File: config.mk
export PLATFORM = sky130hd
export DESIGN_NAME = arith_batch_engine
export DESIGN_NICKNAME = d
export VERILOG_FILES = /design/src/rtl/arith_batch_pkg.sv /design/src/rtl/issue_latency_tracker.sv /design/src/rtl/arith_batch_engine.sv
export SDC_FILE = /design/constraint.sdc
export NUM_CORES = 2
export LEC_CHECK = 0
export CAP_MARGIN = 20
export CORE_AREA = 2 2 453 455
export DETAILED_ROUTE_END_ITERATION = 8
export DIE_AREA = 0 0 455 457
export PLACE_DENSITY = 0.36
export SYNTH_ARGS = -nofsm -noshare
export SYNTH_HDL_FRONTEND = slang
export SYNTH_HIERARCHICAL = 1
export SYNTH_SLANG_ARGS = --single-unit
File: constraint.sdc
create_clock -name clk -period 3.1 [get_ports clk]
set_input_delay 0.62 -clock clk [delete_from_list [all_inputs] [get_ports clk]]
set_output_delay 0.62 -clock clk [all_outputs]
set_load 0.1 [all_outputs]
File: src/rtl/arith_batch_pkg.sv
// Shared types and bit-layout helpers for the batch arithmetic engine.
// Holds the sequencer state encoding and the line/status field offsets.
package arith_batch_pkg;

    typedef enum logic [2:0] {
        IDLE,
        WAIT_LINE,
        ISSUE,
        DRAIN,
        RESPOND,
        FLUSH
    } state_t;

    localparam int STATUS_DONE_BIT  = 0;
    localparam int STATUS_CLAMP_BIT = 1;
    localparam int STATUS_COUNT_LSB = 8;
    localparam int RESULT_BASE      = 32;

    // Operand a of pair i sits in the even word of the input line.
    function automatic int a_lsb(input int i, input int dw);
        return 2 * i * dw;
    endfunction

    // Operand b of pair i sits in the odd word of the input line.
    function automatic int b_lsb(input int i, input int dw);
        return (2 * i + 1) * dw;
    endfunction

    // Result i is packed after the status word in the output line.
    function automatic int res_lsb(input int i, input int dw);
        return RESULT_BASE + i * dw;
    endfunction

endpackage

File: src/rtl/issue_latency_tracker.sv
// Delays the issue strobe by the arithmetic unit's fixed latency so the
// sequencer knows in which cycle each result is valid.
module issue_latency_tracker #(
    parameter int DEPTH = 2
) (
    input  logic clk,
    input  logic reset,
    input  logic flush,
    input  logic issue,
    output logic capture
);

    logic [DEPTH-1:0] sr;

    // Shift the issue strobe; flush discards everything in flight.
    always_ff @(posedge clk) begin
        if (reset || flush) begin
            sr <= '0;
        end else begin
            sr <= (sr << 1) | DEPTH'(issue);
        end
    end

    assign capture = sr[DEPTH-1];

endmodule

File: src/rtl/arith_batch_engine.sv
// Unpacks operand pairs from one cache line, issues them to a pipelined
// arithmetic unit, captures the results and returns them in one line.
module arith_batch_engine
    import arith_batch_pkg::*;
#(
    parameter int DATA_LEN       = 32,
    parameter int LINE_BITS      = 512,
    parameter int PIPELINE_STAGE = 2,
    parameter int ISSUE_INTERVAL = 1,
    localparam int MAX_PAIRS     = LINE_BITS / (2 * DATA_LEN),
    localparam int CW            = $clog2(MAX_PAIRS + 1)
) (
    input  logic                 clk,
    input  logic                 reset,
    input  logic                 soft_reset,
    input  logic                 start,
    input  logic [CW-1:0]        num_pairs,
    input  logic                 in_valid,
    output logic                 in_ready,
    input  logic [LINE_BITS-1:0] in_data,
    output logic                 dut_issue,
    output logic [DATA_LEN-1:0]  dut_a,
    output logic [DATA_LEN-1:0]  dut_b,
    input  logic [DATA_LEN-1:0]  dut_result,
    output logic                 out_valid,
    input  logic                 out_ready,
    output logic [LINE_BITS-1:0] out_data,
    output logic                 busy,
    output logic [31:0]          done_count
);

    localparam int IW = $clog2(ISSUE_INTERVAL + 1);
    localparam int FW = (PIPELINE_STAGE > 1) ?
                        $clog2(PIPELINE_STAGE) : 1;

    if (RESULT_BASE + MAX_PAIRS * DATA_LEN > LINE_BITS) begin : g_bad_line
        $error("result line cannot hold MAX_PAIRS results");
    end
    if (PIPELINE_STAGE < 1) begin : g_bad_lat
        $error("PIPELINE_STAGE must be at least 1");
    end
    if (ISSUE_INTERVAL < 1) begin : g_bad_ivl
        $error("ISSUE_INTERVAL must be at least 1");
    end

    state_t                             state;
    logic [LINE_BITS-1:0]               line_q;
    logic [CW-1:0]                      n_q;
    logic [CW-1:0]                      iss_cnt;
    logic [CW-1:0]                      cap_cnt;
    logic [CW-1:0]                      cap_next;
    logic [CW-1:0]                      n_eff;
    logic                               clamp_d;
    logic                               clamp_q;
    logic [IW-1:0]                      ivl;
    logic [FW-1:0]                      fcnt;
    logic [MAX_PAIRS-1:0][DATA_LEN-1:0] res_q;
    logic                               cap_vld;
    logic                               cap_en;

    issue_latency_tracker #(
        .DEPTH(PIPELINE_STAGE)
    ) u_tracker (
        .clk    (clk),
        .reset  (reset),
        .flush  (soft_reset),
        .issue  (dut_issue),
        .capture(cap_vld)
    );

    assign cap_en   = cap_vld && (state != FLUSH);
    assign cap_next = cap_cnt + CW'(cap_en);
    assign busy     = (state != IDLE);

    // Clamp the requested pair count to what one line can carry.
    always_comb begin
        n_eff   = num_pairs;
        clamp_d = 1'b0;
        if (num_pairs > CW'(MAX_PAIRS)) begin
            n_eff   = CW'(MAX_PAIRS);
            clamp_d = 1'b1;
        end
    end

    // Assemble the response line from status and captured results.
    always_comb begin
        out_data = '0;
        if (out_valid) begin
            out_data[STATUS_DONE_BIT]  = 1'b1;
            out_data[STATUS_CLAMP_BIT] = clamp_q;
            out_data[STATUS_COUNT_LSB +: 8] = 8'(n_q);
            for (int i = 0; i < MAX_PAIRS; i++) begin
                out_data[res_lsb(i, DATA_LEN) +: DATA_LEN] = res_q[i];
            end
        end
    end

    // Batch sequencer: accept line, issue pairs, drain, respond, flush.
    always_ff @(posedge clk) begin
        if (reset) begin
            state      <= IDLE;
            line_q     <= '0;
            n_q        <= '0;
            iss_cnt    <= '0;
            cap_cnt    <= '0;
            clamp_q    <= 1'b0;
            ivl        <= '0;
            fcnt       <= '0;
            res_q      <= '0;
            in_ready   <= 1'b0;
            out_valid  <= 1'b0;
            dut_issue  <= 1'b0;
            dut_a      <= '0;
            dut_b      <= '0;
            done_count <= '0;
        end else if (soft_reset) begin
            state     <= FLUSH;
            n_q       <= '0;
            iss_cnt   <= '0;
            cap_cnt   <= '0;
            clamp_q   <= 1'b0;
            ivl       <= '0;
            fcnt      <= '0;
            res_q     <= '0;
            in_ready  <= 1'b0;
            out_valid <= 1'b0;
            dut_issue <= 1'b0;
            dut_a     <= '0;
            dut_b     <= '0;
        end else begin
            if (cap_en) begin
                for (int i = 0; i < MAX_PAIRS; i++) begin
                    if (cap_cnt == CW'(i)) begin
                        res_q[i] <= dut_result;
                    end
                end
                cap_cnt <= cap_next;
            end
            unique case (state)
                IDLE: begin
                    if (start) begin
                        n_q     <= n_eff;
                        clamp_q <= clamp_d;
                        if (n_eff == '0) begin
                            state     <= RESPOND;
                            out_valid <= 1'b1;
                        end else begin
                            state    <= WAIT_LINE;
                            in_ready <= 1'b1;
                        end
                    end
                end
                WAIT_LINE: begin
                    if (in_valid && in_ready) begin
                        line_q    <= in_data;
                        in_ready  <= 1'b0;
                        dut_issue <= 1'b1;
                        dut_a <= in_data[a_lsb(0, DATA_LEN) +: DATA_LEN];
                        dut_b <= in_data[b_lsb(0, DATA_LEN) +: DATA_LEN];
                        iss_cnt   <= CW'(1);
                        ivl       <= IW'(1);
                        state     <= ISSUE;
                    end
                end
                ISSUE: begin
                    if (iss_cnt == n_q) begin
                        dut_issue <= 1'b0;
                        dut_a     <= '0;
                        dut_b     <= '0;
                        state     <= DRAIN;
                    end else if (ivl == IW'(ISSUE_INTERVAL)) begin
                        dut_issue <= 1'b1;
                        dut_a <= line_q[a_lsb(int'(iss_cnt), DATA_LEN)
                                        +: DATA_LEN];
                        dut_b <= line_q[b_lsb(int'(iss_cnt), DATA_LEN)
                                        +: DATA_LEN];
                        iss_cnt   <= iss_cnt + CW'(1);
                        ivl       <= IW'(1);
                    end else begin
                        dut_issue <= 1'b0;
                        dut_a     <= '0;
                        dut_b     <= '0;
                        ivl       <= ivl + IW'(1);
                    end
                end
                DRAIN: begin
                    if (cap_next == n_q) begin
                        state     <= RESPOND;
                        out_valid <= 1'b1;
                    end
                end
                RESPOND: begin
                    if (out_valid && out_ready) begin
                        out_valid  <= 1'b0;
                        done_count <= done_count + 32'd1;
                        res_q      <= '0;
                        cap_cnt    <= '0;
                        iss_cnt    <= '0;
                        n_q        <= '0;
                        clamp_q    <= 1'b0;
                        state      <= IDLE;
                    end
                end
                FLUSH: begin
                    if (fcnt == FW'(PIPELINE_STAGE - 1)) begin
                        state <= IDLE;
                    end else begin
                        fcnt <= fcnt + FW'(1);
                    end
                end
                default: state <= IDLE;
            endcase
        end
    end

endmodule

==> results summary <==
The count of max-cap constraint violations came out at 0. The clock skew after layout came out at 0.0822 ns. The worst hold path belongs to the class input port to flop. Fill cells in the final layout number 21800. STA classifies the critical path startpoint as a flop. Counting instances in the post-synthesis netlist gives the leading cell types as sky130_fd_sc_hd__nand2_1, sky130_fd_sc_hd__dfxtp_1, sky130_fd_sc_hd__a21oi_1, sky130_fd_sc_hd__mux2i_1, sky130_fd_sc_hd__clkbuf_1.

The cell internal power dissipation is 19900 uW. The number of top-level pins came out at 1166. Sorting the synthesized cells by area gives the leading types as sky130_fd_sc_hd__dfxtp_1, sky130_fd_sc_hd__nand2_1, sky130_fd_sc_hd__mux2i_1, sky130_fd_sc_hd__mux4_2, sky130_fd_sc_hd__a21oi_1. The total core area is 203000 um2. The mapped netlist covers 39700 um2. The largest buffer count on any clock path came out at 3. The number of nets at the end of the flow came out at 5860. For this run, the leading register cell type out of synthesis is sky130_fd_sc_hd__dfxtp_1. The maximum vdd ir drop came out at 0.000478 V. The period utilization is 94.1%.

The net switching fraction of the power is 27.8%. Per report_power, the combinational group accounts for 10.2% of the total. The first global-routing pass estimated 256000 um of wire. For this run, the number of Yosys warnings is 6.

Detailed placement finished with a half-perimeter wire length of 134000 um. The arrival time reported for the critical path endpoint came out at 2.30 ns. The highest achievable clock rate came out at 343 MHz. The run finished with clean final reports. In the final layout, the share of cells above drive strength 1 is 15.2%.

The floorplan step defined a die boundary enclosing 208000 um2. After detailed routing, the number of remaining DRC violations is 0. The number of buffers inserted by post-CTS setup repair came out at 0. The initial core utilization came out at 19.5%. The post-route setup TNS is 0 ns. The final design instance area without fill is 56400 um2. The analysis attributes to cell leakage a power of 0.0219 uW. The total wire length after detailed routing came out at 182000 um. The number of sinks handled by clock tree synthesis is 887. The hold violation total from the final report came out at 0. The number of levels the H-tree was split into came out at 3. The weighted congestion reported at the end of routability-driven placement came out at 0.795. The worst setup path is captured at an output port.

The standard cell area after detailed placement came out at 52600 um2. The endpoint identified for the worst register-to-register timing path is state[2]. The vias per cell is 4.22. The worst setup path is of the flop to output port kind.

The worst slew slack as a fraction of its limit came out at 25.8%. The number of global-route vias before repair came to 34300. The placement row count came out at 166. The worst path in the final design needs a cycle of 2.92 ns, including I/O delays and setup. The maximum net fanout on the critical path came out at 54. The launch point of the worst reg-to-reg path is state[2]. The clock reaches the later pin of the worst-skew pair after 0.79 ns. Clock-pin slew was measured on the worst setup and hold paths at 0.06 ns. For this run the aggregate overflow at the end of global routing stands at 0. From bottom edge to top edge, the die measures 457 um. The count of cells along the worst register-to-register path is 9. The first detailed-routing pass ran for 5 iterations. The flop and latch count out of synthesis came out at 887. The number of enable flip-flop cells after synthesis is 0. In this run the register-to-register setup slack is 0.40 ns. The mean area per synthesized cell is 8.79 um2. TritonCTS built the clock tree.

The synthesis-to-finish area growth came out at 42.0%. The slew of the pin with the lowest slew margin came out at 1.11 ns. The required time at the worst-slack endpoint is 2.48 ns.

The largest net degree at the start of global routing came out at 184. For this block, the initial DRC count from the detailed router was 1741. The global-route usage over all layers is 16.9%. The number of failing setup endpoints in the final timing report is 0. The area used by sequential logic in the layout is 17800 um2. The total count of max-transition violations in the final report came out at 0. The proportion of netlist area held by the largest area contributor is 44.7%. The path with the worst hold slack has its endpoint at line_q[52]. Summing all multi-input logic gate instances after layout gives 19600 um2.

The number of input and output port buffers inserted came out at 915. The number of unique standard cell types used by synthesis came out at 59. The most common cell in the synthesized netlist is sky130_fd_sc_hd__nand2_1. The count of antenna-violating nets left after detailed routing is 0.

The average routed wire per standard cell is 22.5 um. In this run, flip-flops and latches consume 41.4% of the power. The cell sitting at the root of the clock tree is a sky130_fd_sc_hd__clkbuf_16. The number of buffers created by CTS came out at 112. The portion of total power attributed to the clock network is 48.4%. The post-synthesis cell count came out at 4520. sky130_fd_sc_hd__dfxtp_1 takes more of the synthesized area than any other cell. The ratio of total power to cell area came out at 490 nW/um2. The number of cells traversed by the worst hold path is 2. Setup repair after global routing left no endpoint under its margin. The die boundary width came out at 455 um. The startpoint identified for the worst hold timing path is reset. Summing the sequential cell areas from Yosys gives 44.7% of the chip area. The initial antenna violation count is 66. The total power of the final layout is 27600 uW. The switching component of the power is 7690 uW. The total number of vias is 34200. The share of flip-flops with an asynchronous set or reset is 0%.
==> cells by family (layout without fill, tap and decap cells) <==
logic type / count (synthesis) / in the layout / synth area share (%)
mux: 459 / 459 / 15.6
flops: 887 / 887 / 44.7
other cells: 1 / 268 / 0.00944
fa+ha+maj: 4 / 4 / 0.126
xor+xnor: 17 / 17 / 0.375
compound gates: 714 / 714 / 10.7
buf+inv: 629 / 1251 / 8.55
simple gates: 1809 / 1809 / 20.0
==> power by group through the flow <==
stage	clock network [uW]	registers [uW]	logic (uW)
floorplan	0	11700	1890
global placement	0	11700	2840
detailed placement	0	11700	2840
CTS	14000	11400	2840
global route	14400	11400	2910
finish	13400	11400	2810
==> flip-flops by register name, indices dropped and copies added (netlist names), 2 cells and up <==
name	cells
iss_cnt	4
cap_cnt	4
dut_a	32
res_q	256
state	3
dut_b	32
n_q	4
u_tracker/sr	2
done_count	32
line_q	512
==> critical path, cell delays in order (launching register included) <==
cell and delay [ns]:
sky130_fd_sc_hd__dfxtp_4 0.42, sky130_fd_sc_hd__buf_12 0.25, sky130_fd_sc_hd__buf_4 0.29, sky130_fd_sc_hd__and2_1 0.29, sky130_fd_sc_hd__buf_12 0.21
==> worst max path at each step <==
stage | startpoint | to | cells after the start
2_1_floorplan | out_valid | out_data[10] | 4
3_3_place_gp | soft_reset | line_q[249] | 6
3_5_place_dp | in_valid | line_q[504] | 6
4_1_cts | out_valid | out_data[89] | 4
5_1_grt | out_valid | out_data[89] | 4
6_report | out_valid | out_data[86] | 4
==> cell type report <==
class | instances | share of cell area [%]
antenna | 18 | 0.0798
clock buffer | 167 | 5.85
timing repair buffer | 1034 | 21.0
clock inverter | 36 | 0.785
tap | 2688 | 5.96
multi-input combinational | 3253 | 34.7
inverter | 14 | 0.0931
sequential | 887 | 31.5
==> metrics by stage <==
step	util, %	setup slack [ns]	hold slack [ns]	instances
after global routing	27.7	0.0419	0.0812	8094
after CTS	27.7	0.0312	0.0439	8079
after detailed placement	25.9	0.115	0.444	7876
after floorplan	-	0.215	0.430	4769
final	27.8	0.181	0.131	8097
after global placement	25.9	0.158	0.439	7876
==> metal layers <==
layer	GRT usage (%)	vias to the layer above	part of all wire, %
met3	4.58	269	6.6
met1	20.5	16500	42
met5	0	-	0.21
li1	-	16400	-
met2	28.7	972	49
met4	5.65	62	2.8
==> cells in the final DEF, fill, tap and decap left out, types with 6 or more instances in the layout <==
master and count:
sky130_fd_sc_hd__a21oi_1 539, sky130_fd_sc_hd__and2_1 264, sky130_fd_sc_hd__buf_12 215, sky130_fd_sc_hd__buf_4 263
sky130_fd_sc_hd__clkbuf_1 27, sky130_fd_sc_hd__clkbuf_16 113, sky130_fd_sc_hd__clkbuf_8 27, sky130_fd_sc_hd__clkdlybuf4s50_1 552
sky130_fd_sc_hd__clkinv_2 19, sky130_fd_sc_hd__conb_1 250, sky130_fd_sc_hd__dfxtp_1 882, sky130_fd_sc_hd__diode_2 18
sky130_fd_sc_hd__inv_1 14, sky130_fd_sc_hd__mux2_1 6, sky130_fd_sc_hd__mux2i_1 323, sky130_fd_sc_hd__mux4_2 128
sky130_fd_sc_hd__nand2_1 1203, sky130_fd_sc_hd__nand3_1 18, sky130_fd_sc_hd__nand4_1 17, sky130_fd_sc_hd__nor2_1 154
sky130_fd_sc_hd__nor2b_1 9, sky130_fd_sc_hd__nor3_1 70, sky130_fd_sc_hd__o211a_1 65, sky130_fd_sc_hd__o21ai_0 12
sky130_fd_sc_hd__o31ai_1 12, sky130_fd_sc_hd__o32ai_1 65, sky130_fd_sc_hd__or3_1 9, sky130_fd_sc_hd__or4_1 13
sky130_fd_sc_hd__xnor2_1 13
==> repair_timing <==
| action | in CTS | in global routing |
|---|---|---|
| hold buffers | 0 | 0 |
| endpoints found under the setup margin | 17 | 0 |
| resized for setup | 4 | 0 |
No activity file was read; power rests on OpenSTA's default activity.
